==> src/rtl/led_ctrl.sv <==
// Eight-LED controller: off/on/blink/pwm per LED on a shared prescaler, PWM and blink timebase.
// Define LED_CTRL_FADE_EN to ramp each active duty one step per PWM period toward its target.

module led_lane (
  input  logic       clk,
  input  logic       rst_n,
  input  logic       wr,
  input  logic [1:0] wr_mode,
  input  logic [7:0] wr_duty,
  input  logic       wrap,
  input  logic       blink_phase,
  input  logic [7:0] pwm_cnt,
  output logic       led
);
  localparam logic [1:0] M_OFF   = 2'b00;
  localparam logic [1:0] M_ON    = 2'b01;
  localparam logic [1:0] M_BLINK = 2'b10;

  logic [1:0] mode;
  logic [7:0] shadow;
  logic [7:0] active;
  logic [7:0] active_nxt;

`ifdef LED_CTRL_FADE_EN
  always_comb begin
    active_nxt = active;
    if (shadow > active)      active_nxt = active + 8'd1;
    else if (shadow < active) active_nxt = active - 8'd1;
  end
`else
  assign active_nxt = shadow;
`endif

  // active only moves at the period boundary, so a period never mixes two duties
  always_ff @(posedge clk or negedge rst_n) begin
    if (!rst_n) begin
      mode   <= M_OFF;
      shadow <= 8'd0;
      active <= 8'd0;
      led    <= 1'b0;
    end else begin
      if (wrap) active <= active_nxt;
      if (wr) begin
        mode   <= wr_mode;
        shadow <= wr_duty;
      end
      case (mode)
        M_OFF:   led <= 1'b0;
        M_ON:    led <= 1'b1;
        M_BLINK: led <= blink_phase;
        default: led <= (pwm_cnt < active);
      endcase
    end
  end
endmodule

module led_ctrl #(
  parameter int PRESCALE      = 450,
  parameter int BLINK_PERIODS = 256
) (
  input  logic       sys_clk,
  input  logic       rst_n,
  input  logic       cfg_valid,
  output logic       cfg_ready,
  input  logic [2:0] cfg_idx,
  input  logic [1:0] cfg_mode,
  input  logic [7:0] cfg_duty,
  output logic [0:7] led,
  output logic       pwm_wrap
);
  localparam int PW = (PRESCALE > 1) ? $clog2(PRESCALE) : 1;
  localparam int BW = (BLINK_PERIODS > 1) ? $clog2(BLINK_PERIODS) : 1;
  localparam logic [PW-1:0] PRE_MAX = PW'(PRESCALE - 1);
  localparam logic [BW-1:0] BLK_MAX = BW'(BLINK_PERIODS - 1);

  typedef enum logic [1:0] {ST_INIT, ST_IDLE, ST_COMMIT} state_t;
  typedef struct packed {
    logic [2:0] idx;
    logic [1:0] mode;
    logic [7:0] duty;
  } cfg_req_t;

  state_t          state, state_nxt;
  cfg_req_t        pend;
  logic            accept;
  logic            tick;
  logic            wrap_evt;
  logic [PW-1:0]   presc;
  logic [7:0]      pwm_cnt;
  logic [BW-1:0]   blink_cnt;
  logic            blink_phase;

  // ST_INIT holds cfg_ready low through reset and for the edge that leaves it
  always_comb begin
    state_nxt = state;
    cfg_ready = 1'b0;
    accept    = 1'b0;
    case (state)
      ST_INIT: state_nxt = ST_IDLE;
      ST_IDLE: begin
        cfg_ready = 1'b1;
        if (cfg_valid) begin
          accept    = 1'b1;
          state_nxt = ST_COMMIT;
        end
      end
      ST_COMMIT: state_nxt = ST_IDLE;
      default:   state_nxt = ST_INIT;
    endcase
  end

  always_ff @(posedge sys_clk or negedge rst_n) begin
    if (!rst_n) begin
      state <= ST_INIT;
      pend  <= '0;
    end else begin
      state <= state_nxt;
      if (accept) pend <= {cfg_idx, cfg_mode, cfg_duty};
    end
  end

  assign tick     = (presc == PRE_MAX);
  assign wrap_evt = tick && (pwm_cnt == 8'hFF);

  always_ff @(posedge sys_clk or negedge rst_n) begin
    if (!rst_n) begin
      presc       <= '0;
      pwm_cnt     <= 8'd0;
      blink_cnt   <= '0;
      blink_phase <= 1'b0;
      pwm_wrap    <= 1'b0;
    end else begin
      presc    <= tick ? '0 : presc + PW'(1);
      pwm_wrap <= wrap_evt;
      if (tick) pwm_cnt <= pwm_cnt + 8'd1;
      if (wrap_evt) begin
        if (blink_cnt == BLK_MAX) begin
          blink_cnt   <= '0;
          blink_phase <= ~blink_phase;
        end else begin
          blink_cnt <= blink_cnt + BW'(1);
        end
      end
    end
  end

  for (genvar i = 0; i < 8; i++) begin : g_lane
    led_lane u_lane (
      .clk         (sys_clk),
      .rst_n       (rst_n),
      .wr          ((state == ST_COMMIT) && (pend.idx == 3'(i))),
      .wr_mode     (pend.mode),
      .wr_duty     (pend.duty),
      .wrap        (wrap_evt),
      .blink_phase (blink_phase),
      .pwm_cnt     (pwm_cnt),
      .led         (led[i])
    );
  end
endmodule

==> config.mk <==
export PLATFORM = sky130hd
export DESIGN_NAME = led_ctrl
export DESIGN_NICKNAME = d
export VERILOG_FILES = /design/src/rtl/led_ctrl.sv
export SDC_FILE = /design/constraint.sdc
export NUM_CORES = 1
export LEC_CHECK = 0
export BUFFER_PORTS_ARGS = -buffer_cell sky130_fd_sc_hd__clkbuf_2
export CELL_PAD_IN_SITES_DETAIL_PLACEMENT = 1
export CELL_PAD_IN_SITES_GLOBAL_PLACEMENT = 1
export CORE_MARGIN = 3
export CORE_UTILIZATION = 23
export CTS_CLUSTER_DIAMETER = 100
export DETAILED_ROUTE_END_ITERATION = 10
export PLACE_DENSITY = 0.41
export RECOVER_POWER = 50
export SYNTH_ARGS = -nofsm -noshare
export SYNTH_HDL_FRONTEND = slang
export SYNTH_SLANG_ARGS = --single-unit
==> constraint.sdc <==
create_clock -name sys_clk -period 3 [get_ports sys_clk]
set_input_delay 0.75 -clock sys_clk [delete_from_list [all_inputs] [get_ports sys_clk]]
set_output_delay 0.75 -clock sys_clk [all_outputs]
set_load 0.05 [all_outputs]
==> metrics.txt <==
status=complete, but fails checks; failing checks=capacitance limit, slew limit; antenna-violating nets left=0; flip-flop and latch area=~4900 um2; cell taking the most area after synthesis=dfrtp_1; Nets=roughly 820; Hold/Removal Path Class=reg2reg; final WL=roughly 23 mm; crit-path cells=ha_1 > and4b_1 > and2_4 > nand2_2 > buf_12 > mux2_2; Synth Area in Compound Gates=0.04679; Synth Instances=708; post-DP HPWL=14.46 mm; placed cells=1234; Mapped Area=9039 um2; largest net degree at the start of global routing=75; power per cell area=659.1 nW/um2; FILL cells=4218; total of max-cap violations=1; layout cells sized above 1=0.3166; CP startpoint kind=flip-flop; H-tree levels=4; setup repair bufs after CTS=0; First-pass DRT Iterations=4; RSZ-0062 raised after global routing=no; Die ar.=41710 um2; Final Instance Count excl. Fillers=approximately 1300; simple-gate area share of the yosys netlist=0.06631; crit path buf inv count=1; I/O Pins=26; EDFF count, synth=0; Ys Warns=0; first-pass GRT wire length=36.28 mm; overall routing resource usage=0.1165; Iter 0 DRT Violations=approximately 160; Core Region=38200 um2; Placement Rows=71; CTS root buffer=clkbuf_16; Worst Skew=0.01053 ns; fraction of the yosys area taken by sequential cells=0.5371; Tcrit/Tclk final=0.7174; Top Family by Delay on Critical Path=simple AND/OR/NAND/NOR gates; cts repair resizes=0; # setup viols final=0; Slew @ Worst Pin=2.084 ns; mux contribution to synthesized area=0.2045; grt total ovfl=0; Die Width=204.2 um; setup TNS=0 ns; Area Growth Syn to Fin=14.94%; Post-CTS Hold Buffers=0; Worst EP arrival=2.49 ns; Worst path slowest cell=dfrtp_1; clk buf depth=2; Worst VDD drop=about 0.35 mV; Area contributors post-synth=dfrtp_1, mux2_2, ha_1, inv_1, o21ai_0; library cells used by synthesis=40; Ant. Diodes=0; worst skew pair latency=between 0.4 and 0.5 ns; area occupied by multi-input gates=around 3800 um2; port bufs=25; synthesized net count=784; Sink Count=about 190; main combinational cell family by area after synthesis=multiplexers; crit-path max cell delay=0.44 ns; DR WL/cell=17.97 um; antenna violations before repair=2; GPL Wtd Cong=between 0.6 and 0.7; Final Hold Fails=0; Synth Flop Type=dfrtp_1; WP data required=3.33 ns; clock-pin slew on the worst setup and hold paths=0.07 ns; crit-path max FO=68; Fmax=around 460 MHz; Synth Area in Adders=0.08306; fin crit period=2.152 ns; Final Slew Violations=72; Worst slew margin=-0.3895; initial core utilization=0.2366; via count=5420; Yosys top cell area share=0.5371; detailed-route vias per instance=4.281; TritonCTS buffer count=17; Die Y-Extent=204.2 um; Avg Synthesized Cell Area=12.77 um2; Seq cells post-synth=194; Post-synth ARST share=1.000; Crit Path Class=reg2reg; vias in the first global route=6060; Post-route DRC=0; CTS tree=done; crit end category=flip-flop; P_leak=4.854 nW; Synth Area in XOR/XNOR=0.01550
[power by group]
part	leakage, nW	internal, mW	switching (mW)
Sequential	2.59	3.15	0.521
Clock	0.280	1.11	1.15
Combinational	1.99	0.498	0.423
[cell usage in the layout, fill, tap and decap left out, drive strengths merged]
cell type / count
a21bo: 1
a21oi: 15
a22o: 1
a41o: 8
and2: 3
and3: 6
and4: 4
and4b: 1
buf: 18
clkbuf: 43
clkinv: 5
dfrtp: 194
ha: 60
inv: 77
mux2: 157
mux2i: 8
nand2: 25
nand2b: 1
nand3: 11
nand3b: 3
nand4: 7
nor2: 29
nor2b: 11
nor3: 5
nor3b: 5
nor4b: 1
o211ai: 2
o21ai: 25
o31ai: 9
o41ai: 3
or3: 1
xnor2: 12
xor2: 4
[cells in the mapped netlist, drive strengths merged (6+ instances only)]
cell type / n
nand2: 25
dfrtp: 194
clkbuf: 7
o31ai: 9
nand3: 11
xnor2: 12
a21oi: 15
inv: 68
mux2: 157
buf: 21
nand4: 7
nor2b: 11
nor2: 29
mux2i: 8
o21ai: 25
a41o: 8
and3: 6
ha: 60
[state kept, by name, indices dropped and copies added (netlist names)]
register                  count
blink_cnt                     8
blink_phase                   1
pwm_wrap                      1
g_lane.u_lane.active         64
g_lane.u_lane.mode           16
state                         2
g_lane.u_lane.active_nxt     64
g_lane.u_lane.led             8
presc                         9
pwm_cnt                       8
pend                         13
[per-stage QoR]
stage	utilization	setup slack (ns)	power, mW	area [um2]	hold WS [ns]
3_5_place_dp	0.2573	0.8841	4.694	9829	0.4720
5_1_grt	0.2720	0.4356	7.236	10390	0.4937
3_3_place_gp	0.2573	0.9177	4.618	9829	0.4509
6_report	0.2720	0.8478	6.847	10390	0.4712
4_1_cts	0.2722	0.8670	7.003	10400	0.3571
2_1_floorplan	-	0.9156	4.239	9039	0.4303
[routing by layer]
| metal | track usage | vias up | share of wire |
|---|---|---|---|
| met3 | 0.02612 | 11 | 0.028 |
| met1 | 0.1648 | 2840 | 0.51 |
| met4 | 0.02580 | 0 | 0.0086 |
| met2 | 0.1824 | 47 | 0.45 |
| li1 | - | 2522 | - |
| met5 | 0 | - | 0 |
[cells by family (layout without fill, tap and decap cells)]
kind of cell             after synthesis  in the layout
multiplexers                         165            165
XOR/XNOR                              16             16
AO/OA/AOI/OAI                         64             64
buffers and inverters                 96            143
adder cells (fa/ha/maj)               60             60
AND/OR/NAND/NOR                      113            113
flip-flops                           194            194
[final timing paths]
| kind | start | to | cells past startpoint | slack (ns) |
|---|---|---|---|---|
| setup / recovery | presc[0]$_DFF_PN0_ | g_lane[2].u_lane.active[3]$_DFFE_PN0P_ | 6 | 0.85 |
| max in group asynchronous | rst_n | g_lane[6].u_lane.active_nxt[4]$_DFFE_PN0P_ | 1 | 0.87 |
| hold / removal | presc[8]$_DFF_PN0_ | presc[8]$_DFF_PN0_ | 1 | 0.47 |
| setup reg to reg | presc[0]$_DFF_PN0_ | g_lane[2].u_lane.active[3]$_DFFE_PN0P_ | 6 | 0.85 |
| hold reg to reg | presc[8]$_DFF_PN0_ | presc[8]$_DFF_PN0_ | 1 | 0.47 |
| min in group asynchronous | rst_n | presc[4]$_DFF_PN0_ | 1 | 0.88 |
[layout make-up]
class	instances	share of cell area
clock buffer	18	0.04131
sequential	194	0.4673
inverter	68	0.02457
timing repair buffer	43	0.02987
tap	511	0.06154
multi-input combinational	418	0.3620
clock inverter	14	0.01337
(Power assumes the default switching activity.)
